### src/rtl/dma_bus_arbiter_pkg.sv
`default_nettype none
// ============================================================================
// Package : dma_bus_pkg
// Brief   : Shared types and default timeouts for the system bus arbiter and
//           the DMA controllers that request the bus.
// Rev     : 1.0 - initial release
// ============================================================================
package dma_bus_pkg;

  localparam int MASTER_ID_W      = 3;
  localparam int DEF_GRANT_WAIT   = 16;
  localparam int DEF_BUSY_TIMEOUT = 1024;

  typedef enum logic [2:0] {
    ST_IDLE       = 3'd0,
    ST_GRANT      = 3'd1,
    ST_WAIT_BEGIN = 3'd2,
    ST_BUSY       = 3'd3,
    ST_RELEASE    = 3'd4
  } arb_state_e;

endpackage : dma_bus_pkg
`default_nettype wire

### src/rtl/dma_bus_arbiter_rr_pick.sv
`default_nettype none
// ============================================================================
// Module : rr_pick
// Brief  : Combinational round-robin selector; first request at or after
//          (ptr+1) mod N, found by scanning a doubled request vector.
// Rev    : 1.0 - initial release
// ============================================================================
module rr_pick
  import dma_bus_pkg::*;
#(
  parameter int N = 4
) (
  input  logic [N-1:0]           request,
  input  logic [MASTER_ID_W-1:0] ptr,
  output logic [MASTER_ID_W-1:0] pick,
  output logic                   any_req
);

  logic [2*N-1:0] w_dbl;

  // Scan offsets from far to near so the nearest requester overwrites last.
  always_comb begin
    w_dbl   = {request, request};
    pick    = '0;
    any_req = |request;
    for (int i = N; i >= 1; i--) begin
      if (w_dbl[int'(ptr) + i]) begin
        pick = MASTER_ID_W'((int'(ptr) + i) % N);
      end
    end
  end

endmodule : rr_pick
`default_nettype wire

### src/rtl/dma_bus_arbiter.sv
`default_nettype none
// ============================================================================
// Module : dma_bus_arbiter
// Brief  : Round-robin owner of the shared system bus with grant-wait and
//          busy watchdogs that reclaim the bus from stalled masters.
// Rev    : 1.0 - initial release
// ============================================================================
module dma_bus_arbiter
  import dma_bus_pkg::*;
#(
  parameter int NUM_MASTERS  = 4,
  parameter int GRANT_WAIT   = DEF_GRANT_WAIT,
  parameter int BUSY_TIMEOUT = DEF_BUSY_TIMEOUT
) (
  input  logic                   clock,
  input  logic                   n_reset,
  input  logic [NUM_MASTERS-1:0] request,
  input  logic                   begin_transaction,
  input  logic                   end_transaction,
  input  logic                   bus_error_in,
  output logic [NUM_MASTERS-1:0] grant,
  output logic [MASTER_ID_W-1:0] active_master,
  output logic                   bus_busy,
  output logic                   timeout_error
);

  localparam int c_WD_W = $clog2(BUSY_TIMEOUT) + 1;

  arb_state_e              r_state, w_state_nxt;
  logic [MASTER_ID_W-1:0]  r_active, w_active_nxt;
  logic [MASTER_ID_W-1:0]  r_ptr, w_ptr_nxt;
  logic [c_WD_W-1:0]       r_wd, w_wd_nxt, w_wd_inc;
  logic [MASTER_ID_W-1:0]  w_pick;
  logic                    w_any_req;
  logic                    w_timeout;

  rr_pick #(.N(NUM_MASTERS)) u_rr_pick (
    .request (request),
    .ptr     (r_ptr),
    .pick    (w_pick),
    .any_req (w_any_req)
  );

  // Watchdog saturates rather than wrapping back to zero.
  assign w_wd_inc = (r_wd == {c_WD_W{1'b1}}) ? r_wd : r_wd + 1'b1;

  always_ff @(posedge clock or negedge n_reset) begin
    if (!n_reset) begin
      r_state  <= ST_IDLE;
      r_active <= '0;
      r_ptr    <= MASTER_ID_W'(NUM_MASTERS - 1);
      r_wd     <= '0;
    end else begin
      r_state  <= w_state_nxt;
      r_active <= w_active_nxt;
      r_ptr    <= w_ptr_nxt;
      r_wd     <= w_wd_nxt;
    end
  end

  always_comb begin
    w_state_nxt  = r_state;
    w_active_nxt = r_active;
    w_ptr_nxt    = r_ptr;
    w_wd_nxt     = r_wd;
    w_timeout    = 1'b0;
    case (r_state)
      ST_IDLE: begin
        if (w_any_req) begin
          w_state_nxt  = ST_GRANT;
          w_active_nxt = w_pick;
          w_ptr_nxt    = w_pick;
        end
      end
      ST_GRANT: begin
        w_wd_nxt    = '0;
        w_state_nxt = ST_WAIT_BEGIN;
      end
      ST_WAIT_BEGIN: begin
        if (begin_transaction) begin
          w_state_nxt = ST_BUSY;
          w_wd_nxt    = '0;
        end else if (r_wd == c_WD_W'(GRANT_WAIT - 1)) begin
          w_state_nxt = ST_RELEASE;
        end else begin
          w_wd_nxt = w_wd_inc;
        end
      end
      ST_BUSY: begin
        // A normal termination in the timeout cycle suppresses the abort pulse.
        if (end_transaction || bus_error_in) begin
          w_state_nxt = ST_RELEASE;
        end else if (r_wd == c_WD_W'(BUSY_TIMEOUT - 1)) begin
          w_timeout   = 1'b1;
          w_state_nxt = ST_RELEASE;
        end else begin
          w_wd_nxt = w_wd_inc;
        end
      end
      ST_RELEASE: begin
        w_state_nxt = ST_IDLE;
      end
      default: begin
        w_state_nxt = ST_IDLE;
      end
    endcase
  end

  for (genvar gi = 0; gi < NUM_MASTERS; gi++) begin : g_grant
    assign grant[gi] = (r_state == ST_GRANT) && (r_active == MASTER_ID_W'(gi));
  end

  assign active_master = r_active;
  assign bus_busy      = (r_state != ST_IDLE);
  assign timeout_error = w_timeout;

endmodule : dma_bus_arbiter
`default_nettype wire

### config.mk
export PLATFORM = sky130hd
export DESIGN_NAME = dma_bus_arbiter
export DESIGN_NICKNAME = d
export VERILOG_FILES = /design/src/rtl/dma_bus_arbiter_pkg.sv /design/src/rtl/dma_bus_arbiter_rr_pick.sv /design/src/rtl/dma_bus_arbiter.sv
export SDC_FILE = /design/constraint.sdc
export NUM_CORES = 1
export LEC_CHECK = 0
export BUFFER_PORTS_ARGS = -buffer_cell sky130_fd_sc_hd__buf_2
export CORE_MARGIN = 3
export CORE_UTILIZATION = 35
export DETAILED_ROUTE_END_ITERATION = 8
export GPL_TIMING_DRIVEN = 1
export REMOVE_ABC_BUFFERS = 1
export SLEW_MARGIN = 20
export SYNTH_ARGS = -nofsm -noshare
export SYNTH_HDL_FRONTEND = slang
export SYNTH_SLANG_ARGS = --single-unit
### constraint.sdc
create_clock -name clock -period 4.96 [get_ports clock]
set_clock_uncertainty 0.1 [all_clocks]
set_input_delay 0.744 -clock clock [delete_from_list [all_inputs] [get_ports clock]]
set_output_delay 0.744 -clock clock [all_outputs]
set_load 0.01 [all_outputs]
# Word level (Yosys, flattened, before mapping)
# Cells that the tools add are included.
# W data, S select, Z words.
[word_totals] out_inout_bits=9 elab_cells=80 input_bits=9 regBits=20
[op_classes] n_mux=31 n_lt_le_gt_ge=4 reduce_logical=17 bitwise_logic=4 n_eq_ne=15 add_sub_neg=5
[ops] cell="$lt A32 B5 Y1 const B" n=4
[ops] cell="$mux W11" n=5
[ops] cell="$pmux W11 S3" n=1
[ops] cell="$mux W3" n=9
[ops] cell="$bmux W1 S3" n=4
[ops] cell="$eq A3 B2 Y1 const B" n=4
[ops] cell="$pmux W3 S4" n=1
[ops] cell="$add A11 B1 Y11 const B" n=1
[ops] cell="$eq A11 B10 Y1 const B" n=1
[ops] cell="$eq A11 B11 Y1 const B" n=1
[ops] cell="$eq A11 B4 Y1 const B" n=1
[ops] cell="$mux W1" n=11
[ops] cell="$ne A3 B3 Y1 const B" n=3
[ops] cell="$add A3 B2 Y4 const B" n=2
[ops] cell="$reduce_or A2 Y1" n=4
[ops] cell="$eq A3 B1 Y1 const B" n=2
[ops] cell="$logic_not A3 Y1" n=2
[ops] cell="$reduce_bool A3 Y1" n=2
[ops] cell="$add A3 B1 Y4 const B" n=1
[ops] cell="$add A3 B3 Y4 const B" n=1
[ops] cell="$and A1 B1 Y1 const A" n=4
[ops] cell="$logic_and A1 B1 Y1" n=4
[ops] cell="$ne A2 B2 Y1 const B" n=2
[ops] cell="$reduce_and A4 Y1" n=1
[ops] cell="other kinds (5)" n=5

# Logic depth before layout (Yosys ltp)
# Gate-level depths: netlist of the first run.
[logic_depth] word_depth=8 ltp_mapped=7 depth_no_buf=6

# By module
# From an unflattened synthesis of the first run, not the netlist that was laid out.
[unflattened] cells_unflattened=140 area_unflattened_um2=1285.0
[by_module_without_submodules] mod="dma_bus_arbiter" area_per_inst_um2=1182.4 seq_area_each_um2=478.0 cells_each=124 instances=1
[by_module_without_submodules] mod="rr_pick" area_per_inst_um2=102.6 seq_area_each_um2=0.0 cells_each=16 instances=1

# Worst setup path before layout of the first run
# Ideal clock, no wire load.
[synth_path] path_kind="register to output" from="register r_wd[0]" to="output port timeout_error" t_required_ps=4116 path_slack_ps=2752 path_stages_with_launch=6 arrival_time_ps=1364 path_buffers=1 cell_sequence="dfrtp_1 ha_1 and3_1 buf_2 nand2_1 nor4_1"
[synth_between] elab_chain_cells=4
[synth_rtl] element="start: declaration" line_no="dma_bus_arbiter.sv:32" rtl="logic [c_WD_W-1:0] r_wd, w_wd_nxt, w_wd_inc;"
[synth_rtl] element="start signal: assignment" line_no="dma_bus_arbiter.sv:57" rtl="r_wd <= w_wd_nxt;"
[synth_rtl] element="$eq A11 B10 Y1" line_no="dma_bus_arbiter.sv:93" rtl="end else if (r_wd == c_WD_W'(BUSY_TIMEOUT - 1)) begin"
[synth_rtl] element="$mux W1" line_no="dma_bus_arbiter.sv:93"
[synth_rtl] element="$mux W1" line_no="dma_bus_arbiter.sv:91" rtl="if (end_transaction || bus_error_in) begin"
[synth_rtl] element="$mux W1" line_no="dma_bus_arbiter.sv:67" rtl="case (r_state)"
[synth_rtl] element="end: declaration" line_no="dma_bus_arbiter.sv:24" rtl="output logic timeout_error"
# Every way passes these cells.

# Worst setup path in the final report of the first run
# Ends and elaborated chain as after synthesis.

==> key figures, run 1 <==
Run status
  • Outcome: finished, final reports clean

Critical path
  • Setup crit start kind: register
  • Crit path capture type: output pin
  • Delay-heaviest family, CP: simple AND/OR/NAND/NOR gates
  • Critical path fanouts, max: 9
  • CP cell instances: ha_1 -> and3_1 -> nand2_1 -> nor4_1 -> buf_2
  • Critical path arrival: 1.87 ns
  • Crit path largest cell delay: 0.40 ns
  • Setup Crit Path Kind: reg2out
  • CP bufs+invs: 1
  • Slowest-stage cell, CP: dfrtp_1
  • CP required: roughly 4.1 ns

Floorplan
  • Die Wd: 66.0 um
  • Site row count: 21
  • Die Span Y: 66.0 um
  • Core area: 0.00342 mm2
  • Initial core utilization: approximately 37%
  • Die area: between 0.004 and 0.005 mm2
  • I/O Pins: 18

Final layout
  • Layout area overhead: 10.9%
  • ANT cells: 0
  • Nets@finish: 168
  • Final Cell Area: roughly 0.0014 mm2
  • Layout cells sized above 1: 19.2%

CTS
  • Root buf cell: clkbuf_4
  • CTS Sinks: 18
  • CTS-repair resized insts: 0
  • CTS Buf Count: 3
  • Hold buffers post-CTS: 0
  • CTS tree: yes
  • Clk_lat worst skew: 0.30 ns
  • Clock slew at reported path FFs: 0.11 ns
  • Clock buffer depth: 2
  • H-tree Lvls: 1
  • Setup Buffers After CTS: 0

Detailed routing
  • Initial DRC count: 88
  • Via Count: 1084
  • Via density per instance: roughly 5.4
  • DR WL/cell: 13.4 um
  • Total Wirelength: approximately 2.7 mm
  • ANT nets after route: 0
  • DRC: 0
  • Drt pass-1 iters: 4

Power and ir drop
  • Sw Share: 44.1%
  • P_int: 383 uW
  • Psw: 302 uW
  • Clk pwr share: between 10 and 15%
  • Logic pwr share: a little under half
  • Reg power frac: approximately 39%
  • Total leakage power: 0.609 nW
  • Max VDD drop: 0.137 mV
  • Cell area power density: 490 mW/mm2

GRT
  • Initial antenna violation count: 0
  • First-pass GRT wire length: 4.77 mm
  • GR Util met3: 2.55%
  • GR Util met1: 18.6%
  • Largest net degree at the start of global routing: 19
  • GRT Util Overall: between 10% and 20%
  • Overflow after GRT: 0
  • Vias in the first global route: 1024
  • Met2 Use GR: between 20 and 25%
  • GRT busiest layer: met2

Placement
  • Placed inst area: between 0.001 and 0.0015 mm2
  • Placer Congestion: 0.854
  • Final HPWL DP: about 2.1 mm
  • Input/output buffers: 16

STA
  • Tmin final: 2.71 ns
  • Slew margin rel.: 60.7%
  • Final hold violations: 0
  • Max Clock Freq: 0.368 GHz
  • Worst slew pin tran: 0.584 ns
  • Slew Limit Fails: 0
  • Period utilization: 54.7%
  • RSZ-0062 raised after global routing: no
  • Final setup viols: 0
  • Setup TNS: 0 ns

Logic synthesis
  • Post-Synthesis Cells: 141
  • Mean Syn Cell Area: 8.94 um2
  • Synth cell types: 44
  • FFs w/ async S/R, synth: 100%
  • Main flop type after synthesis: dfrtp_1
  • EDFF count, synth: 0
  • Post-synthesis sequential area ratio: 35.9%
  • Yosys warns: 0
  • Synthesized area: 0.00126 mm2
  • #FFs+latches synth: 18

Flow run
  • Max-Cap Viols: 0

Hold path
  • Hold crit path type: in2async
-- power by group through the flow --
stage	Sequential, mW	Clock (mW)	Combinational (mW)
floorplan	0.252	0	0.253
global placement	0.261	0	0.318
detailed placement	0.265	0	0.327
CTS	0.262	0.0982	0.329
global route	0.272	0.107	0.370
finish	0.263	0.0949	0.327
-- Yosys cell counts (2+ instances only) --
library cell | count | area share [%]
o211a_1 | 2 | 1.6
mux2_2 | 2 | 1.8
and4_1 | 2 | 1.4
dfstp_2 | 2 | 4.2
a21oi_1 | 6 | 2.4
nand4_1 | 7 | 3.5
o21ai_0 | 8 | 3.2
and2_1 | 2 | 0.99
xor2_1 | 4 | 2.8
or3_1 | 3 | 1.5
o22ai_1 | 4 | 2.0
nor2_1 | 16 | 4.8
mux2i_1 | 4 | 3.2
nor4_1 | 4 | 2.0
a31oi_1 | 4 | 2.0
ha_1 | 2 | 2.0
and3_1 | 3 | 1.5
a21boi_0 | 2 | 1.2
nand2b_1 | 2 | 0.99
dfrtp_1 | 16 | 32
nand2_1 | 9 | 2.7
o21a_1 | 4 | 2.4
inv_1 | 7 | 2.1
nor3_1 | 3 | 1.2
nand3_1 | 3 | 1.2
buf_4 | 2 | 1.2
-- metrics by stage --
stage / setup WS (ns) / utilization (%) / total power, mW / std cells / hold slack (ns)
2_1_floorplan: 2.71 / - / 0.504 / 136 / 0.348
3_3_place_gp: 2.61 / 39.9 / 0.579 / 198 / 0.400
3_5_place_dp: 2.59 / 39.9 / 0.592 / 198 / 0.413
4_1_cts: 2.22 / 41.0 / 0.689 / 202 / 0.256
5_1_grt: 2.06 / 41.0 / 0.749 / 202 / 0.267
6_report: 2.25 / 41.0 / 0.685 / 202 / 0.250
-- placed cells by master (no fill, tap or decap), types with 2 or more instances in the layout --
cell	count
xor2_1	4
o22ai_1	4
a21oi_1	6
mux2_2	2
dfstp_2	2
nand4_1	7
and3_1	3
or3_1	3
nand2b_1	2
o211a_1	2
a31oi_1	4
and2_1	2
nor2_1	16
nand2_1	9
inv_1	7
a21boi_0	2
ha_1	2
o21ai_0	8
nor3_1	3
nand3_1	3
buf_2	16
and4_1	2
clkbuf_4	3
mux2i_1	4
o21a_1	4
dfrtp_1	16
nor4_1	4
-- cell families after synthesis --
kind of cell / synth area share, %
mux: 4.96
fa+ha+maj: 1.98
flops: 35.9
other cells: 0.297
compound gates: 20.4
buf+inv: 4.96
xor+xnor: 2.78
simple gates: 28.7
-- registers in the layout, indices dropped and copies added, names as in the netlist --
register / count
active_master: 2
r_ptr: 2
r_state: 3
r_wd: 11
-- cell type report --
cell class | count | area (um2)
tap | 46 | 57.6
multi-input combinational | 111 | 746
sequential | 18 | 453
clock buffer | 4 | 36.3
timing repair buffer | 16 | 80.1
fill | 347 | 2020
inverter | 7 | 26.3
-- routing by layer --
metal	share of wire [%]	up-vias
met5	0	-
met4	1.8	0
met3	4.3	5
met2	45	25
met1	49	507
li1	-	547
-- final timing paths --
check,startpoint,end,slack (ns),cells past startpoint
worst max-delay path,r_wd[0]$_DFFE_PN0P_,timeout_error,2.25,5
worst min register to register,r_ptr[1]$_DFFE_PN1P_,r_ptr[1]$_DFFE_PN1P_,0.43,2
worst max register to register,r_state[1]$_DFFE_PN0P_,r_wd[10]$_DFFE_PN0P_,2.82,5
worst min-delay path,n_reset,r_wd[8]$_DFFE_PN0P_,0.25,1
max in group asynchronous,n_reset,r_ptr[0]$_DFFE_PN1P_,4.18,1
min in group clock,r_ptr[1]$_DFFE_PN1P_,r_ptr[1]$_DFFE_PN1P_,0.43,2
No activity file was read; power rests on OpenSTA's default activity.
==> run 2: changes to the inputs <==
==> constraint.sdc (replaced) <==
create_clock -name clock -period 2.53 [get_ports clock]
set_clock_uncertainty 0.1 [all_clocks]
set_input_delay 0.3795 -clock clock [delete_from_list [all_inputs] [get_ports clock]]
set_output_delay 0.3795 -clock clock [all_outputs]
set_load 0.01 [all_outputs]
==> run 2 against run 1 <==
  * Sequential power up 95%
  * First-iteration DRC count up 30%
  * Clock power up 48%
  * Cell area down 0.18%
  * Final cell count unchanged
  * Non-clock buffer count up 1
  * Utilization down 0.073 points
  * Sequential cell count unchanged
  * Via count up 0.65%
  * Global-route usage down 0.89 points
  * Critical endpoint unchanged
==> key figures, run 2 (synthesis gave the netlist of run 1 again) <==
Run status
  • Outcome: finished, final reports clean

Critical path
  • Capture point of the worst reg-to-reg path: r_wd[10]$_DFFE_PN0P_
  • Worst reg2reg path depth: 6 (+1)
  • CP required: 2.05 ns (-2.07 ns)
  • Setup crit start kind: register
  • RR Startpoint: r_wd[0]$_DFFE_PN0P_
  • R2R Setup Slk: 0.54 ns (-2.28 ns)
  • Setup Crit Path Kind: reg2out
  • Crit path capture type: output pin
  • Critical path arrival: 1.85 ns (-0.02 ns)
  • Critical path fanouts, max: 9 (unchanged)

Hold path
  • Hold crit path type: in2reg
  • Hold depth: 4
  • WHS Endpoint: r_state[2]$_DFFE_PN0P_
  • Hold path start: begin_transaction

Detailed routing
  • Total Wirelength: 2.61 mm (-3.7%)
  • Initial DRC count: 114 (+30%)
  • DRC: 0 (unchanged)
  • Drt pass-1 iters: 4 (unchanged)
  • Via density per instance: 5.40 (+0.65%)
  • Via Count: 1091 (+0.65%)
  • ANT nets after route: 0 (unchanged)
  • DR WL/cell: 12.9 um (-3.7%)

Floorplan
  • Die Span Y: 66.0 um (unchanged)
  • Core area: 0.00342 mm2 (unchanged)
  • Site row count: 21 (unchanged)
  • Die area: 0.00436 mm2 (unchanged)
  • Initial core utilization: 36.9% (unchanged)
  • I/O Pins: 18 (unchanged)
  • Die Wd: 66.0 um (unchanged)

Flow run
  • Max-Cap Viols: 0 (unchanged)

Power and ir drop
  • Cell area power density: 924 mW/mm2 (+89%)
  • Max VDD drop: 0.250 mV (+83%)
  • Total leakage power: 0.605 nW (-0.59%)

CTS
  • Clock slew at reported path FFs: 0.09 ns (-0.02 ns)
  • Setup Buffers After CTS: 0 (unchanged)
  • H-tree Lvls: 1 (unchanged)
  • CTS tree: yes
  • CTS Sinks: 18 (unchanged)
  • Clk_lat worst skew: 0.29 ns (about the same)
  • Root buf cell: clkbuf_4
  • CTS Buf Count: 3 (unchanged)
  • Clock buffer depth: 2 (unchanged)

GRT
  • GRT Util Overall: 13.2% (-0.89 points)
  • Vias in the first global route: 971 (-5.2%)
  • Largest net degree at the start of global routing: 19 (unchanged)
  • First-pass GRT wire length: 4.48 mm (-6.2%)
  • Overflow after GRT: 0 (unchanged)
  • Initial antenna violation count: 0 (unchanged)

STA
  • Slew Limit Fails: 0 (unchanged)
  • Tmin final: approximately 2.3 ns
  • Worst slew pin tran: 0.591 ns (+0.00705 ns)
  • Setup TNS: 0 ns (unchanged)
  • Final setup viols: 0 (unchanged)
  • Slew margin rel.: 60.6% (-0.11 points)
  • Fin Hold WS: 0.348 ns (+0.0985 ns)
  • RSZ-0062 raised after global routing: no
  • Max Clock Freq: 0.429 GHz
  • Final hold violations: 0 (unchanged)
  • Period utilization: 92.1%

Final layout
  • ANT cells: 0 (unchanged)
  • FILL cells: 335 (-3.5%)
  • Max reg flops: 11 (unchanged)
  • Nets@finish: 169 (+0.60%)
  • Most frequent cells in the layout: 16 x nor2_1, 16 x dfrtp_1, 16 x buf_2
  • Layout area overhead: 10.7%
  • Final Cell Area: 0.00140 mm2 (-0.18%)
  • Most flop-heavy register: r_wd
  • Biggest regs: r_wd (11), r_state (3)
  • Layout cells sized above 1: 19.2% (unchanged)

Placement
  • Final HPWL DP: 1.96 mm (-4.9%)
  • Placer Congestion: 0.898 (+5.2%)
  • Placed inst area: 0.00136 mm2 (unchanged)
  • Input/output buffers: 16 (unchanged)
[run 2: changes by cell type in the layout (fill, tap and decap cells not counted), sizes merged]
cell | previous run | this run
dlygate4sd3 | 0 | 1
clkbuf | 4 | 3
[run 2: layout make-up]
cell class | count | area, um2 | area share (%)
inverter | 7 | 26.3 | 1.88
clock buffer | 3 | 22.5 | 1.61
multi-input combinational | 111 | 747 | 53.5
sequential | 18 | 453 | 32.4
tap | 46 | 57.6 | 4.12
timing repair buffer | 17 | 90.1 | 6.45
[run 2: metal layers]
layer / track usage, % / part of all wire [%] / up-vias
met2: 19.4 / 43 / 29
met4: 4.06 / 0.84 / 0
met3: 4.25 / 5.7 / 4
met5: 0 / 0 / -
met1: 18.2 / 50 / 508
li1: - / - / 550
[run 2: through the flow]
stage	power, mW	utilization, %	worst slack [ns]	std cells
2_1_floorplan	0.989	-	0.642	136
3_3_place_gp	1.13	39.9	0.457	198
3_5_place_dp	1.16	39.9	0.400	198
4_1_cts	1.31	40.8	0.0415	202
5_1_grt	1.42	40.9	0.0219	202
6_report	1.29	40.9	0.199	202
[run 2: report_power, final]
part           switching [mW]  internal (mW)
Sequential              0.132          0.380
Clock                  0.0847         0.0554
Combinational           0.353          0.284
Total                   0.570          0.720
[run 2: timing repair]
action / 4_1_cts / 5_1_grt
hold endpoints to repair: 16 / 0
hold buffers: 1 / 0
endpoints found under the setup margin: 0 / 1
resized for setup: 0 / 1
[run 2: worst max-delay path, stage by stage (launching register included)]
cell and delay, ns:
dfrtp_1 0.39, ha_1 0.19, and3_2 0.29, nand2_1 0.14, nor4_1 0.36, buf_2 0.20
[run 2: worst max path at each step]
stage | startpoint | end | cells past startpoint
after global routing | r_state[1]$_DFFE_PN0P_ | timeout_error | 4
after floorplan | r_wd[0]$_DFFE_PN0P_ | timeout_error | 4
after CTS | r_wd[0]$_DFFE_PN0P_ | timeout_error | 5
after detailed placement | r_wd[0]$_DFFE_PN0P_ | timeout_error | 5
final | r_wd[0]$_DFFE_PN0P_ | timeout_error | 5
after global placement | r_wd[0]$_DFFE_PN0P_ | timeout_error | 5
==> run 3: changes to the inputs <==
--- a/config.mk
+++ b/config.mk
@@ -6,6 +6,7 @@
 export NUM_CORES = 1
 export LEC_CHECK = 0
 export BUFFER_PORTS_ARGS = -buffer_cell sky130_fd_sc_hd__buf_2
+export CORE_ASPECT_RATIO = 2
 export CORE_MARGIN = 3
 export CORE_UTILIZATION = 35
 export DETAILED_ROUTE_END_ITERATION = 8
==> run 3 against run 2 <==
  * Final cell count increased by 1.5%
  * Register-to-register slack got worse by 0.05 ns
  * Clock power increased by 72%
  * Cell area increased by 2.4%
  * Global-route usage increased by 1.5 points
  * Die area increased by 0.99%
  * Largest cell class unchanged
  * Count of clock-buffer cells in the layout increased by 1
  * Non-clock buffer count unchanged
  * Maximum frequency decreased by 0.70%
  * Sequential power about the same
==> key figures, run 3 (synthesis gave the netlist of run 1 again) <==
CTS
  • Setup Buffers After CTS: 0 (unchanged)
  • H-tree Lvls: 1 (unchanged)
  • CTS Buf Count: 3 (unchanged)
  • Clock buffer depth: 2 (unchanged)
  • CTS-repair resized insts: 0 (unchanged)
  • CTS tree: yes
  • Clock slew at reported path FFs: 0.07 ns (-0.02 ns)
  • Root buf cell: clkbuf_8
  • Clk_lat worst skew: 0.26 ns (-0.03 ns)
  • CTS Sinks: 18 (unchanged)

Final layout
  • Multi-input logic area: 746 um2 (-0.17%)
  • Register area: 453 um2 (unchanged)
  • ANT cells: 0 (unchanged)
  • Final Cell Area: 0.00143 mm2 (+2.4%)
  • Max reg flops: 11 (unchanged)
  • Layout cells sized above 1: 19.1% (-0.12 points)
  • Final Non-Filler Cells: 205 (+1.5%)
  • FILL cells: 360 (+7.5%)
  • Most frequent cells in the layout: 16 x nor2_1, 16 x dfrtp_1, 16 x buf_2
  • Nets@finish: 169 (unchanged)
  • Most flop-heavy register: r_wd
  • Biggest regs: r_wd (11), r_state (3)
  • Layout area overhead: 13.4%

Critical path
  • Setup Crit Path Kind: reg2out
  • Crit path capture type: output pin
  • CP required: 2.05 ns (about the same)
  • Critical path arrival: 1.87 ns (+0.02 ns)
  • Setup crit start kind: register
  • Critical path fanouts, max: 9 (unchanged)

Floorplan
  • I/O Pins: 18 (unchanged)
  • Core area: 0.00342 mm2 (unchanged)
  • Die Wd: 48.4 um (-27%)
  • Die Span Y: 90.9 um (+38%)
  • Die area: 0.00440 mm2 (+0.99%)
  • Initial core utilization: 36.9% (unchanged)
  • Site row count: 30 (+43%)

Detailed routing
  • Via density per instance: 5.38 (-0.38%)
  • ANT nets after route: 0 (unchanged)
  • Initial DRC count: 20 (-82%)
  • DR WL/cell: 14.5 um (+12%)
  • Total Wirelength: 2.98 mm (+14%)
  • Via Count: 1103 (+1.1%)
  • Drt pass-1 iters: 4 (unchanged)
  • DRC: 0 (unchanged)

Placement
  • Placed insts: 200 (+1.0%)
  • Dpl ws: 0.432 ns (+0.0318 ns)
  • Final HPWL DP: 2.34 mm (+19%)
  • Placer Congestion: 0.884 (-1.5%)
  • Input/output buffers: 16 (unchanged)
  • Placed inst area: 0.00137 mm2 (+0.18%)

GRT
  • GRT Util Overall: 14.7% (+1.5 points)
  • Vias in the first global route: 1167 (+20%)
  • Largest net degree at the start of global routing: 19 (unchanged)
  • Initial antenna violation count: 0 (unchanged)
  • Overflow after GRT: 0 (unchanged)
  • First-pass GRT wire length: 5.15 mm (+15%)

Power and ir drop
  • Overall power: 1.41 mW (+9.2%)
  • Total leakage power: 0.621 nW (+2.6%)
  • Cell area power density: 985 mW/mm2 (+6.6%)
  • Max VDD drop: 0.560 mV (+120%)

STA
  • Max Clock Freq: 0.426 GHz (-0.70%)
  • RSZ-0062 raised after global routing: no
  • Final setup viols: 0 (unchanged)
  • Tmin final: 2.35 ns (+0.0165 ns)
  • Worst slew pin tran: 0.652 ns (+0.0613 ns)
  • Slew margin rel.: 56.5% (-4.1 points)
  • Setup TNS: 0 ns (unchanged)
  • Final Worst Setup Slack: 0.183 ns (-0.0165 ns)
  • Final hold violations: 0 (unchanged)
  • Slew Limit Fails: 0 (unchanged)
  • Period utilization: 92.8% (+0.65 points)

Flow run
  • Max-Cap Viols: 0 (unchanged)

Run status
  • Outcome: finished, final reports clean

Hold path
  • Hold crit path type: in2reg
## run 3: cell types whose count changed in the layout (fill, tap and decap cells not counted)
cell / before / now
clkbuf_8: 0 / 4
and3_2: 1 / 0
clkbuf_4: 3 / 0
and3_1: 2 / 3
## run 3: repair_timing
item                       CTS  global route
hold endpoints to repair    16             0
setup endpoints to repair    0             0
hold buffers                 1             0
## run 3: path summary, 6_finish.rpt
kind	start	end	slack, ns	depth (start not counted)
worst max-delay path	r_wd[0]$_DFFE_PN0P_	timeout_error	0.18	5
worst min-delay path	begin_transaction	r_state[2]$_DFFE_PN0P_	0.36	4
worst max register to register	r_state[1]$_DFFE_PN0P_	r_wd[10]$_DFFE_PN0P_	0.49	5
worst min register to register	r_ptr[1]$_DFFE_PN1P_	r_ptr[1]$_DFFE_PN1P_	0.43	2
max in group asynchronous	n_reset	r_ptr[1]$_DFFE_PN1P_	1.51	2
min in group asynchronous	n_reset	r_wd[10]$_DFFE_PN0P_	0.49	2
## run 3: final cells by class
| class | instances | area share, % |
|---|---|---|
| Timing Repair Buffer | 17 | 6.30 |
| Multi-Input combinational cell | 111 | 52.1 |
| Sequential cell | 18 | 31.7 |
| Clock buffer | 4 | 3.85 |
| Tap cell | 48 | 4.20 |
| Inverter | 7 | 1.84 |
## run 3: routing by layer
layer / track usage [%] / share of wire (%)
met1: 13.6 / 38
met2: 30.1 / 59
met3: 1.65 / 1.8
met4: 6.89 / 1.5
met5: 0 / 0
## run 3: worst max-delay path: stages, from the launching register on
cell and delay, ns:
dfrtp_1 0.38, ha_1 0.17, and3_1 0.36, nand2_1 0.18, nor4_1 0.33, buf_2 0.19
## run 3: report_power, final
group | total (mW) | leakage [nW] | internal, mW | switching [mW]
sequential | 0.515 | 0.232 | 0.381 | 0.134
combinational | 0.652 | 0.360 | 0.283 | 0.368
clock | 0.241 | 0.0288 | 0.138 | 0.103
total | 1.41 | 0.621 | 0.803 | 0.606
## run 3: through the flow
| stage | hold WS, ns | util (%) |
|---|---|---|
| after floorplan | -0.0161 | - |
| after global placement | 0.238 | 40.0 |
| after detailed placement | 0.245 | 40.0 |
| after CTS | 0.363 | 41.9 |
| after global routing | 0.376 | 41.9 |
| final | 0.362 | 41.9 |
